File: config.mk
export PLATFORM = sky130hd
export DESIGN_NAME = imem_loader_flat
export DESIGN_NICKNAME = d
export VERILOG_FILES = /design/src/rtl/imem_loader_if.sv /design/src/rtl/imem_loader.sv /design/src/flat_wrapper.sv
export SDC_FILE = /design/constraint.sdc
export NUM_CORES = 1
export LEC_CHECK = 0
export ABC_AREA = 1
export BUFFER_PORTS_ARGS = -buffer_cell sky130_fd_sc_hd__buf_2
export CAP_MARGIN = 5
export CORE_UTILIZATION = 63
export CTS_BUF_LIST = sky130_fd_sc_hd__clkbuf_16
export CTS_CLUSTER_DIAMETER = 60
export CTS_CLUSTER_SIZE = 10
export DETAILED_ROUTE_END_ITERATION = 7
export GPL_ROUTABILITY_DRIVEN = 0
export MAX_ROUTING_LAYER = met4
export PLACE_DENSITY = 0.95
export SYNTH_ARGS = -nofsm -noshare
export SYNTH_HDL_FRONTEND = slang
export SYNTH_SLANG_ARGS = --single-unit
File: constraint.sdc
create_clock -name clk -period 3.6 [get_ports clk]
set_input_delay 0 -clock clk [delete_from_list [all_inputs] [get_ports clk]]
set_output_delay 0 -clock clk [all_outputs]
set_load 0.05 [all_outputs]
File: src/rtl/imem_loader_if.sv
// Byte-stream input and instruction-memory write port of the loader.
// The master modport is the loader side; slave is the source/memory side.
interface imem_loader_if #(
  parameter int unsigned ADDR_WIDTH = 32
) ();
  logic                  byte_valid;
  logic [7:0]            byte_data;
  logic                  byte_ready;
  logic                  wr_en;
  logic [ADDR_WIDTH-1:0] wr_addr;
  logic [31:0]           wr_data;

  modport master (
    input  byte_valid,
    input  byte_data,
    output byte_ready,
    output wr_en,
    output wr_addr,
    output wr_data
  );

  modport slave (
    output byte_valid,
    output byte_data,
    input  byte_ready,
    input  wr_en,
    input  wr_addr,
    input  wr_data
  );
endinterface

File: src/rtl/imem_loader.sv
// Instruction-memory loader: parses a length-prefixed, XOR-checked byte frame into
// little-endian 32-bit writes while holding the core in reset.
module imem_loader #(
  parameter int unsigned ADDR_WIDTH  = 32,
  parameter int unsigned DEPTH_WORDS = 256,
  parameter int unsigned BASE_ADDR   = 0
) (
  input  logic          clk,
  input  logic          rst,
  input  logic          start,
  imem_loader_if.master bus,
  output logic          core_hold,
  output logic          busy,
  output logic          done,
  output logic          error
);

  typedef enum logic [2:0] {
    StIdle, StLenLo, StLenHi, StData, StWrite, StCheck, StDone, StErr
  } state_e;

  state_e                state_q, state_d;
  logic [15:0]           n_q, n_d;
  logic [15:0]           word_idx_q, word_idx_d;
  logic [1:0]            byte_idx_q, byte_idx_d;
  logic [7:0]            xor_q, xor_d;
  logic [31:0]           word_q, word_d;
  logic [ADDR_WIDTH-1:0] wr_addr_q, wr_addr_d;
  logic [31:0]           wr_data_q, wr_data_d;
  logic                  byte_ready_q, byte_ready_d;
  logic                  wr_en_q, wr_en_d;
  logic                  core_hold_q, core_hold_d;
  logic                  busy_q, busy_d;
  logic                  done_q, done_d;
  logic                  error_q, error_d;
  logic                  accept;
  logic [15:0]           len_full;

  always_comb begin
    state_d    = state_q;
    n_d        = n_q;
    word_idx_d = word_idx_q;
    byte_idx_d = byte_idx_q;
    xor_d      = xor_q;
    word_d     = word_q;
    wr_addr_d  = wr_addr_q;
    wr_data_d  = wr_data_q;
    accept     = byte_ready_q & bus.byte_valid;
    len_full   = {bus.byte_data, n_q[7:0]};

    unique case (state_q)
      StIdle, StDone, StErr: begin
        if (start) begin
          state_d    = StLenLo;
          word_idx_d = '0;
          byte_idx_d = '0;
          xor_d      = '0;
        end
      end
      StLenLo: begin
        if (accept) begin
          n_d[7:0] = bus.byte_data;
          state_d  = StLenHi;
        end
      end
      StLenHi: begin
        if (accept) begin
          n_d[15:8] = bus.byte_data;
          if (32'(len_full) > DEPTH_WORDS) begin
            state_d = StErr;
          end else if (len_full == 16'd0) begin
            state_d = StCheck;
          end else begin
            state_d = StData;
          end
        end
      end
      StData: begin
        if (accept) begin
          word_d[8*byte_idx_q +: 8] = bus.byte_data;
          xor_d = xor_q ^ bus.byte_data;
          if (byte_idx_q == 2'd3) begin
            // Latch the complete word and its address so WRITE drives stable values.
            byte_idx_d = '0;
            wr_data_d  = word_d;
            wr_addr_d  = ADDR_WIDTH'(BASE_ADDR) + (ADDR_WIDTH'(word_idx_q) << 2);
            state_d    = StWrite;
          end else begin
            byte_idx_d = byte_idx_q + 2'd1;
          end
        end
      end
      StWrite: begin
        word_idx_d = word_idx_q + 16'd1;
        state_d    = (word_idx_d == n_q) ? StCheck : StData;
      end
      StCheck: begin
        if (accept) begin
          state_d = (bus.byte_data == xor_q) ? StDone : StErr;
        end
      end
      default: state_d = StIdle;
    endcase

    // Status outputs are registered from the next state so they line up with it.
    byte_ready_d = state_d inside {StLenLo, StLenHi, StData, StCheck};
    wr_en_d      = (state_d == StWrite);
    busy_d       = state_d inside {StLenLo, StLenHi, StData, StWrite, StCheck};
    core_hold_d  = !(state_d inside {StIdle, StDone});
    done_d       = (state_d == StDone);
    error_d      = (state_d == StErr);
  end

  always_ff @(posedge clk or negedge rst) begin
    if (!rst) begin
      state_q      <= StIdle;
      n_q          <= '0;
      word_idx_q   <= '0;
      byte_idx_q   <= '0;
      xor_q        <= '0;
      word_q       <= '0;
      wr_addr_q    <= '0;
      wr_data_q    <= '0;
      byte_ready_q <= 1'b0;
      wr_en_q      <= 1'b0;
      core_hold_q  <= 1'b0;
      busy_q       <= 1'b0;
      done_q       <= 1'b0;
      error_q      <= 1'b0;
    end else begin
      state_q      <= state_d;
      n_q          <= n_d;
      word_idx_q   <= word_idx_d;
      byte_idx_q   <= byte_idx_d;
      xor_q        <= xor_d;
      word_q       <= word_d;
      wr_addr_q    <= wr_addr_d;
      wr_data_q    <= wr_data_d;
      byte_ready_q <= byte_ready_d;
      wr_en_q      <= wr_en_d;
      core_hold_q  <= core_hold_d;
      busy_q       <= busy_d;
      done_q       <= done_d;
      error_q      <= error_d;
    end
  end

  assign bus.byte_ready = byte_ready_q;
  assign bus.wr_en      = wr_en_q;
  assign bus.wr_addr    = wr_addr_q;
  assign bus.wr_data    = wr_data_q;
  assign core_hold      = core_hold_q;
  assign busy           = busy_q;
  assign done           = done_q;
  assign error          = error_q;

endmodule

File: src/flat_wrapper.sv
// flat-port wrapper written by rule: the top's interface ports become plain ports
module imem_loader_flat 
#(
  parameter int unsigned ADDR_WIDTH  = 32,
  parameter int unsigned DEPTH_WORDS = 256,
  parameter int unsigned BASE_ADDR   = 0
)
  (clk, rst, start, core_hold, busy, done, error, bus_byte_valid, bus_byte_data, bus_byte_ready, bus_wr_en, bus_wr_addr, bus_wr_data);
  imem_loader_if #(.ADDR_WIDTH(ADDR_WIDTH)) bus_i ();
  input  logic clk;
  input  logic rst;
  input  logic start;
  output logic core_hold;
  output logic busy;
  output logic done;
  output logic error;
  input wire logic [$bits(bus_i.byte_valid)-1:0] bus_byte_valid;
  input wire logic [$bits(bus_i.byte_data)-1:0] bus_byte_data;
  output wire logic [$bits(bus_i.byte_ready)-1:0] bus_byte_ready;
  output wire logic [$bits(bus_i.wr_en)-1:0] bus_wr_en;
  output wire logic [$bits(bus_i.wr_addr)-1:0] bus_wr_addr;
  output wire logic [$bits(bus_i.wr_data)-1:0] bus_wr_data;
  assign bus_i.byte_valid = bus_byte_valid;
  assign bus_i.byte_data = bus_byte_data;
  assign bus_byte_ready = bus_i.byte_ready;
  assign bus_wr_en = bus_i.wr_en;
  assign bus_wr_addr = bus_i.wr_addr;
  assign bus_wr_data = bus_i.wr_data;
  imem_loader #(.ADDR_WIDTH(ADDR_WIDTH), .DEPTH_WORDS(DEPTH_WORDS), .BASE_ADDR(BASE_ADDR)) u_core (.clk(clk), .rst(rst), .start(start), .bus(bus_i), .core_hold(core_hold), .busy(busy), .done(done), .error(error));
endmodule
Yosys cells after proc, flatten, opt, wreduce, memory -nomap -nowiden
Index checks and enable logic that the tools add are counted.
{"block": "classes", "n_addsub": 3, "magnitude_cmp": 1, "eq_ne": 19, "n_shift": 2, "muxes": 21, "n_bitwise": 2, "n_reduce_logical": 16}
{"operator": "5-bit negation with 34-bit output", "count": 1}
{"operator": "8-bit by 34-bit variable shift with 32-bit output (first input constant)", "count": 1}
{"operator": "8-bit by 34-bit indexed part select with 32-bit output", "count": 1}
{"operator": "32-bit bitwise mux", "count": 1}
{"operator": "16-bit one-hot mux with 2 select lines", "count": 1}
{"operator": "3-bit 2-to-1 mux", "count": 9}
{"operator": "3-bit equality test (second input constant)", "count": 8}
{"operator": "3-bit one-hot mux with 6 select lines", "count": 1}
{"operator": "16-bit by 1-bit adder with 16-bit output (second input constant)", "count": 1}
{"operator": "16-bit equality test", "count": 1}
{"operator": "16-bit by 9-bit greater-than comparator with 1-bit output (second input constant)", "count": 1}
{"operator": "16-bit logical NOT", "count": 1}
{"operator": "16-bit 2-to-1 mux", "count": 1}
{"operator": "8-bit 2-to-1 mux", "count": 2}
{"operator": "8-bit one-hot mux with 2 select lines", "count": 1}
{"operator": "3-bit by 2-bit equality test with 1-bit output (second input constant)", "count": 4}
{"operator": "8-bit equality test", "count": 1}
{"operator": "2-bit AND reduction", "count": 4}
{"operator": "8-bit XOR", "count": 1}
{"operator": "3-bit by 1-bit equality test with 1-bit output (second input constant)", "count": 2}
{"operator": "3-bit logical NOT", "count": 2}
{"operator": "2-bit 2-to-1 mux", "count": 3}
{"operator": "3-bit AND reduction", "count": 2}
{"operator": "2-bit nonzero test", "count": 3}
{"operator": "other kinds (11)", "count": 11}
{"block": "totals", "ff_bits": 131, "in_bits": 12, "output_inout_bits": 70, "wordCells": 79}

Logic depth before layout (Yosys ltp)
Gate-level depths: netlist of run 1.
{"block": "depth", "depth_word": 8, "mapped_depth": 18, "ltp_nobuf": 18}

Worst setup path before layout of run 1
OpenSTA, ideal clock, no wires.
{"block": "synth_timing", "path_kind": "reg2reg", "startpoint": "register u_core.byte_ready_q (netlist: u_core.bus.byte_ready)", "endpoint": "register u_core.wr_addr_q[14] (netlist: u_core.bus.wr_addr[14])", "setup_time_ps": 131, "arrival_time_ps": 1804, "required_ps": 3469, "slack_ps": 1665, "path_stages_with_launch": 10, "path_buffers": 2, "synth_period_minus_slack_ps": 1935, "path_cell_list": "dfrtp_1 > nand2_1 > nor2_1 > inv_2 > nor2_2 > inv_1 > buf_2 > clkbuf_1 > nand2_1 > o21ai_0"}
{"block": "synth_between", "elab_chain_len": 2}
{"item": "from (decl)", "line": "imem_loader.sv:30", "rtl": "logic byte_ready_q, byte_ready_d;"}
{"item": "from (signal assigned)", "line": "imem_loader.sv:139", "rtl": "byte_ready_q <= byte_ready_d;"}
{"item": "1-bit AND", "line": "imem_loader.sv:48", "rtl": "accept = byte_ready_q & bus.byte_valid;"}
{"item": "3-bit AND reduction (no line)"}
{"item": "to (signal assigned)", "line": "imem_loader.sv:137", "rtl": "wr_addr_q <= wr_addr_d;"}
{"item": "to (decl)", "line": "imem_loader.sv:28", "rtl": "logic [ADDR_WIDTH-1:0] wr_addr_q, wr_addr_d;"}
No other way between the ends.
A chain may end at the register's enable or synchronous reset.

Final worst setup path of run 1
{"block": "layout_timing", "startpoint": "register u_core.byte_idx_q[0]", "endpoint": "register u_core.word_q[7]"}
{"block": "layout_between", "elab_chain_len": 3, "elab_cells_between_ends": 4, "cone_classes": "add/sub (1); shift (2); mux (1)"}
{"item": "from (decl)", "line": "imem_loader.sv:25", "rtl": "logic [1:0] byte_idx_q, byte_idx_d;"}
{"item": "from (signal assigned)", "line": "imem_loader.sv:134", "rtl": "byte_idx_q <= byte_idx_d;"}
{"item": "5-bit negation with 34-bit output (*)", "line": "imem_loader.sv:80", "rtl": "word_d[8*byte_idx_q +: 8] = bus.byte_data;"}
{"item": "8-bit by 34-bit indexed part select with 32-bit output / 8-bit by 34-bit variable shift with 32-bit output (equally long branches)", "line": "imem_loader.sv:80"}
{"item": "32-bit bitwise mux (*)", "line": "imem_loader.sv:80"}
{"item": "to (signal assigned)", "line": "imem_loader.sv:136", "rtl": "word_q <= word_d;"}
{"item": "to (decl)", "line": "imem_loader.sv:27", "rtl": "logic [31:0] word_q, word_d;"}
Every way passes the cells marked *; elsewhere a longest branch is shown, timed or not.

==> results of run 1 <==
-- worst register-to-register path, stage by stage (launching register included) --
cell and delay [ns]:
dfrtp_1 0.59, inv_1 0.21, ha_1 0.42, nor2_1 0.46, nand4_1 0.19, o21ai_0 0.23
nand2_1 0.08, o21ai_0 0.12
-- Yosys cell counts --
library cell	number	area [um2]
nand3b_1	4	30.03
conb_1	1	3.750
clkinv_1	2	7.510
o21ai_1	3	15.01
nand2_1	262	983.4
o21ai_0	84	420.4
ha_1	7	87.58
clkbuf_1	21	78.83
nor2_1	29	108.9
buf_1	4	15.01
dfrtp_1	131	3278
xnor2_1	2	17.52
a21oi_1	1	5.000
o32ai_1	8	70.07
o21a_1	1	7.510
nor3_1	5	25.02
xor2_1	6	52.55
o22ai_1	25	156.4
inv_1	91	341.6
nand4_1	20	125.1
buf_4	16	120.1
nand2_2	8	50.05
buf_2	4	20.02
nand3_1	64	320.3
or2_2	1	6.260
inv_2	2	7.510
nor4_1	3	18.77
and3_1	1	6.260
nor2_4	5	56.30
nor3b_2	1	12.51
nand3_2	2	20.02
nor2_2	3	18.77
-- flip-flops by register name, summed over array words and instances, names as in the netlist --
name,flops
u_core.xor_q,8
u_core.word_q,32
u_core.bus.wr_data,32
u_core.bus.byte_ready,1
u_core.state_q,3
u_core.core_hold,1
u_core.word_idx_q,16
u_core.byte_idx_q,2
u_core.bus.wr_addr,16
u_core.done,1
u_core.busy,1
u_core.bus.wr_en,1
u_core.n_q,16
u_core.error,1
-- report_power, final --
part	switching (W)	internal, W	total (W)
clock	0.000663	0.00101	0.00167
sequential	0.000248	0.00188	0.00213
combinational	0.00162	0.000560	0.00218
total	0.00253	0.00345	0.00598
-- layout by cell type (no fill, tap or decap), types with 2 or more instances in the layout --
cell / instances
nand4_1: 20
conb_1: 16
o32ai_1: 8
clkinv_2: 3
o22ai_1: 25
nand3_1: 64
bufinv_16: 2
buf_4: 7
inv_1: 91
clkinv_1: 4
o21ai_1: 3
nand2_2: 8
inv_2: 2
clkinv_4: 4
nor4_1: 3
nor3_1: 5
o21ai_0: 84
ha_1: 7
nor2_2: 3
nand3_2: 2
nor2_4: 6
nand2_1: 262
clkinvlp_4: 2
xnor2_1: 2
dlygate4sd3_1: 7
dfrtp_1: 131
buf_2: 64
clkbuf_16: 17
nand3b_1: 4
nor2_1: 28
xor2_1: 6
-- worst max path at each step --
stage,from,to,slack [ns],depth (start not counted)
floorplan,u_core.bus.byte_ready,u_core.bus.wr_addr[14],1.67,9
global placement,u_core.state_q[0],u_core.bus.byte_ready,1.49,10
detailed placement,u_core.byte_idx_q[0],u_core.word_q[3],1.45,7
CTS,u_core.byte_idx_q[0],u_core.word_q[7],1.28,7
global route,u_core.byte_idx_q[0],u_core.word_q[7],1.05,7
finish,u_core.byte_idx_q[0],u_core.word_q[7],1.18,7
-- layer usage --
layer / vias up / part of all wire, % / routed length (um)
li1: 2750 / - / -
met1: 2863 / 37 / 6482
met2: 467 / 48 / 8375
met3: 84 / 9.8 / 1703
met4: 0 / 4.3 / 747
met5: - / 0 / 0
-- layout make-up --
type                    instances  area [um2]  area share, %
multi-input cells             561        2681          35.79
flip-flops and latches        131        3278          43.75
well taps                     133       166.4          2.221
clock buffers                  17       425.4          5.678
clock inverters                14       141.4          1.887
inverters                      95       356.6          4.760
repair buffers                 78       442.9          5.912
-- through the flow --
stage | instance area (um2) | cells | hold slack [ns]
floorplan | 6543 | 832 | -0.2956
global placement | 6855 | 991 | 0.2321
detailed placement | 6855 | 991 | 0.2318
CTS | 7492 | 1029 | 0.01343
global route | 7492 | 1029 | 0.05177
finish | 7492 | 1029 | 0.01647
-- cell families (layout without fill, tap and decap cells) --
kind of cell / Yosys count / after routing / share of synthesized area, %
buf+inv: 140 / 204 / 9.105
xor+xnor: 8 / 8 / 1.080
simple gates: 408 / 408 / 27.47
other cells: 1 / 16 / 0.05781
flops: 131 / 131 / 50.54
compound gates: 122 / 122 / 10.40
fa+ha+maj: 7 / 7 / 1.350
-- what timing repair did --
action	CTS	global route
gates resized for setup	0	0
hold buffers	7	0
hold endpoints to repair	89	0
==> metrics, run 1 <==
I/O pins 82; number of remaining DRC errors 0; CP peak stage delay just under 0.6 ns; clk_lat worst skew 0.42 ns; critical path buffer and inverter count 1; arrival time at the worst endpoint roughly 2.7 ns; #FFs+latches synth around 130; outcome complete, no violations; initial antenna violation count 0; post-route setup slack 1.184 ns; Post-CTS Setup Bufs 0; I/O Buffers between 60 and 70; Crit Path Category register to register; Final Hold Viols 0; DR vias slightly above 6000; filler cell count 612; Slew @ Worst Pin approximately 1.0 ns; Tmin final 2.416 ns; vias in the first global route 5798; Initial DRC Count between 700 and 800; Leak between 3 and 4 nW; Hold Path Depth 4; first-pass GRT wire length between 20 and 30 mm; Max-slew headroom between 30% and 40%; slowest cell on the critical path dfrtp_1; H-Tree Depth 4; Reg2Reg Setup Slack 1.18 ns; reg2reg start u_core.byte_idx_q[0]; largest net degree at the start of global routing 84; # clock sinks 131; CTS Buf Count 17; antenna viol nets, final 0; vias per cell between 5 and 6; pre-CTS WS 1.447 ns; root buffer cell clkbuf_16; # diodes 0; Die ar. ~11000 um2; most frequent CP cell o21ai_0; unrepaired setup endpoints after global routing false; synth-to-layout area growth 15.51%; Total GRT Usage about a third; PD cells 798.0 nW/um2; CTS tree yes; CP cell instances inv_1, ha_1, nor2_1, nand4_1, o21ai_0, nand2_1, o21ai_0; post-synthesis sequential area ratio 50.54%; gr busiest metal met2; syn_area_per_cell a little under 8 um2; Hold EP u_core.xor_q[7]; Reg2Reg Depth 7; Total Wirelength between 15 and 20 mm; r2r endpoint u_core.word_q[7]; Post-DP HPWL 10.26 mm; GR met1 Demand/Resource between 40 and 50%; Hold Path Class input pin to register; nets around 900; Starting Density between 60% and 70%; CP endpoint kind register; drt wl/cell about 17 um; Cell Area, Synth between 6000 and 7000 um2; final slew viol count 0; GRT overflow 0; number of max-cap violations 0; Tot Pwr between 0.005 and 0.006 W; Worst-path clk slew 0.06 ns; Max Clock Freq just over 400 MHz; Synth cell types 32; met3 Use GR under 10%; clock tree buffer depth 2; Die W ~100 um; final worst path period share 67.11%; Setup violations, final 0; Critical Path Start Type register; core area 9864 um2; FP Rows 36; die height between 100 and 150 um; routing usage on met2 a little over half; Synth Warn # 0; Syn Inst Count around 820; HP Start bus_byte_data[7]; Final Skew between 0.007 and 0.008 ns; drt pass-1 iters 6; layout cells sized above 1 a little over an eighth; critical path data required time 3.92 ns; setup TNS 0 ns; peak fanout along the critical path 13; Max rail drop VDD approximately 470 uV; CP delay by family, top simple AND/OR/NAND/NOR gates; Core Util, Final about 76%
No activity file was read; power rests on OpenSTA's default activity.
==> run 2: changes to the inputs <==
CORE_UTILIZATION = 58   (was 63)
PLACE_DENSITY = 0.9   (was 0.95)
clock period = 2.4 ns   (was 3.6 ns; I/O delays follow)
==> run 2 against run 1 <==
Net effect:
- via count down 4.3%
- power up 48%
- sequential power up 48%
- global-route usage down 5.0 points
- count of clock-buffer cells in the layout unchanged
- register-to-register slack worse by 0.98 ns
- clock power up 46%
- design area up 1.7%
- sequential cell count unchanged
- critical path depth up 11
- non-clock buffer count up 13
- fmax up 10%
- highest routed layer unchanged
==> metrics, run 2 (synthesis results as in run 1) <==
outcome complete, no violations; Hold Path Class input pin to asynchronous set/reset pin; # diodes 0 (unchanged); most frequent cells in the layout 261 x nand2_1, 131 x dfrtp_1, 92 x inv_1; die height 107.8 um (+4.1%); most frequent CP cell nand2_1; Die W 107.8 um (+4.1%); critical path data required time 2.71 ns (-1.21 ns); number of remaining DRC errors 0 (unchanged); DR vias 5897 (-4.3%); Die ar. 11610 um2 (+8.5%); root buffer cell clkbuf_16; Critical Path Start Type register; post-layout instance area 7621 um2 (+1.7%); filler cell count 800 (+31%); critical path buffer and inverter count 0 (-1); Setup violations, final 0 (unchanged); area of the multi-input gates 2706 um2 (+0.93%); Initial DRC Count 631 (-15%); initial antenna violation count 0 (unchanged); PD cells 1161 nW/um2 (+46%); synth-to-layout area growth 17.50%; final worst path period share 91.46% (+24 points); CTS tree yes; GRT overflow 0 (unchanged); Final Skew 0.004844 ns (-0.003110 ns); first-pass GRT wire length 26.23 mm (-4.1%); peak fanout along the critical path 7 (-6); antenna viol nets, final 0 (unchanged); Tmin final 2.195 ns (-0.2210 ns); Total Wirelength 16.22 mm (-6.3%); register area 3278 um2 (unchanged); CP peak stage delay 0.44 ns (-0.15 ns); commonest non-fill, non-tap cell in the layout nand2_1; Post-DP HPWL 10.41 mm (+1.5%); Reg2Reg Setup Slack 0.21 ns (-0.98 ns); clock tree buffer depth 2 (unchanged); I/O Buffers 65 (unchanged); Slew @ Worst Pin 0.5404 ns (-0.4815 ns); drt wl/cell 15.46 um (-8.1%); largest net degree at the start of global routing 85 (+1.2%); CP delay by family, top simple AND/OR/NAND/NOR gates; core area 10890 um2 (+10%); # clock sinks 131 (unchanged); placed cell area 6929 um2 (+1.1%); Leak 3.858 nW (+2.1%); Max-slew headroom 63.97% (+32 points); vias per cell 5.622 (-6.2%); Tot Pwr 0.008851 W (+48%); Max Clock Freq 455.6 MHz (+10%); Worst-path clk slew 0.06 ns (about the same); I/O pins 82 (unchanged); Final Hold Viols 0 (unchanged); Total GRT Usage 30.22% (-5.0 points); arrival time at the worst endpoint 2.51 ns (-0.23 ns); Starting Density 59.57% (-6.2 points); Crit Path Category register to register; Max rail drop VDD 756.3 uV (+60%); nets 916 (+1.4%); CP cell instances ha_4, nand2_4, nor2_4, nand3_1, nand2_1, nand2_2, nand2_1, nand2_1, nor2_1, nand2_1, nor2_2, nand2_1, nand2_1, nand2_2, nand2_2, nand2_2, nand2_2, nand2_1; FP Rows 38 (+5.6%); CTS Buf Count 17 (unchanged); H-Tree Depth 4 (unchanged); vias in the first global route 5571 (-3.9%); final slew viol count 0 (unchanged); number of max-cap violations 0 (unchanged); drt pass-1 iters 6 (unchanged); CP endpoint kind register; clk_lat worst skew 0.43 ns (about the same); slowest cell on the critical path dfrtp_1; layout cells sized above 1 14.96% (+1.2 points)
-- run 2: final timing paths --
kind | start | to | depth (start not counted)
worst max-delay path | u_core.word_idx_q[0] | u_core.busy | 18
worst min-delay path | rst | u_core.bus.wr_addr[5] | 2
worst max register to register | u_core.word_idx_q[0] | u_core.busy | 18
worst min register to register | u_core.bus.wr_data[3] | u_core.bus.wr_data[3] | 2
max in group asynchronous | rst | u_core.word_q[14] | 3
min in group clk | bus_byte_data[7] | u_core.n_q[15] | 3
-- run 2: layer usage --
layer	up-vias	GRT usage, %	wire (um)
met5	-	-	0
met1	2763	37.35	6542
met3	54	7.324	1302
met4	0	12.04	423
met2	302	47.94	7946
li1	2778	-	-
-- run 2: metrics by stage --
stage	TNS (ns)	hold WS (ns)	utilization [%]	worst slack (ns)	std cells
2_1_floorplan	0	-0.2956	-	0.4654	832
3_3_place_gp	0	-0.09175	63.64	0.3755	1005
3_5_place_dp	0	-0.08725	63.64	0.2418	1005
4_1_cts	0	0.01843	69.42	0.2027	1044
5_1_grt	-0.001580	0.03613	70.00	-0.001580	1049
6_report	0	0.008122	70.00	0.2050	1049
-- run 2: what timing repair did --
action | 4_1_cts | 5_1_grt
hold buffers | 8 | 0
buffers inserted | 0 | 5
hold endpoints to repair | 139 | 0
gates resized for setup | 0 | 5
endpoints found under the setup margin | 0 | 3
-- run 2: cell type report --
| cell class | instances | share of cell area, % |
|---|---|---|
| sequential | 131 | 43.01 |
| multi-input combinational | 561 | 35.51 |
| timing repair buffer | 91 | 7.289 |
| clock buffer | 17 | 5.582 |
| inverter | 95 | 4.679 |
| tap | 140 | 2.298 |
| clock inverter | 14 | 1.625 |
-- run 2: where the power goes --
group | leakage, nW | internal, W | switching (W) | total, W
sequential | 1.75 | 0.00282 | 0.000349 | 0.00316
clock | 0.276 | 0.00149 | 0.000945 | 0.00244
combinational | 1.83 | 0.000889 | 0.00236 | 0.00325
total | 3.86 | 0.00520 | 0.00365 | 0.00885
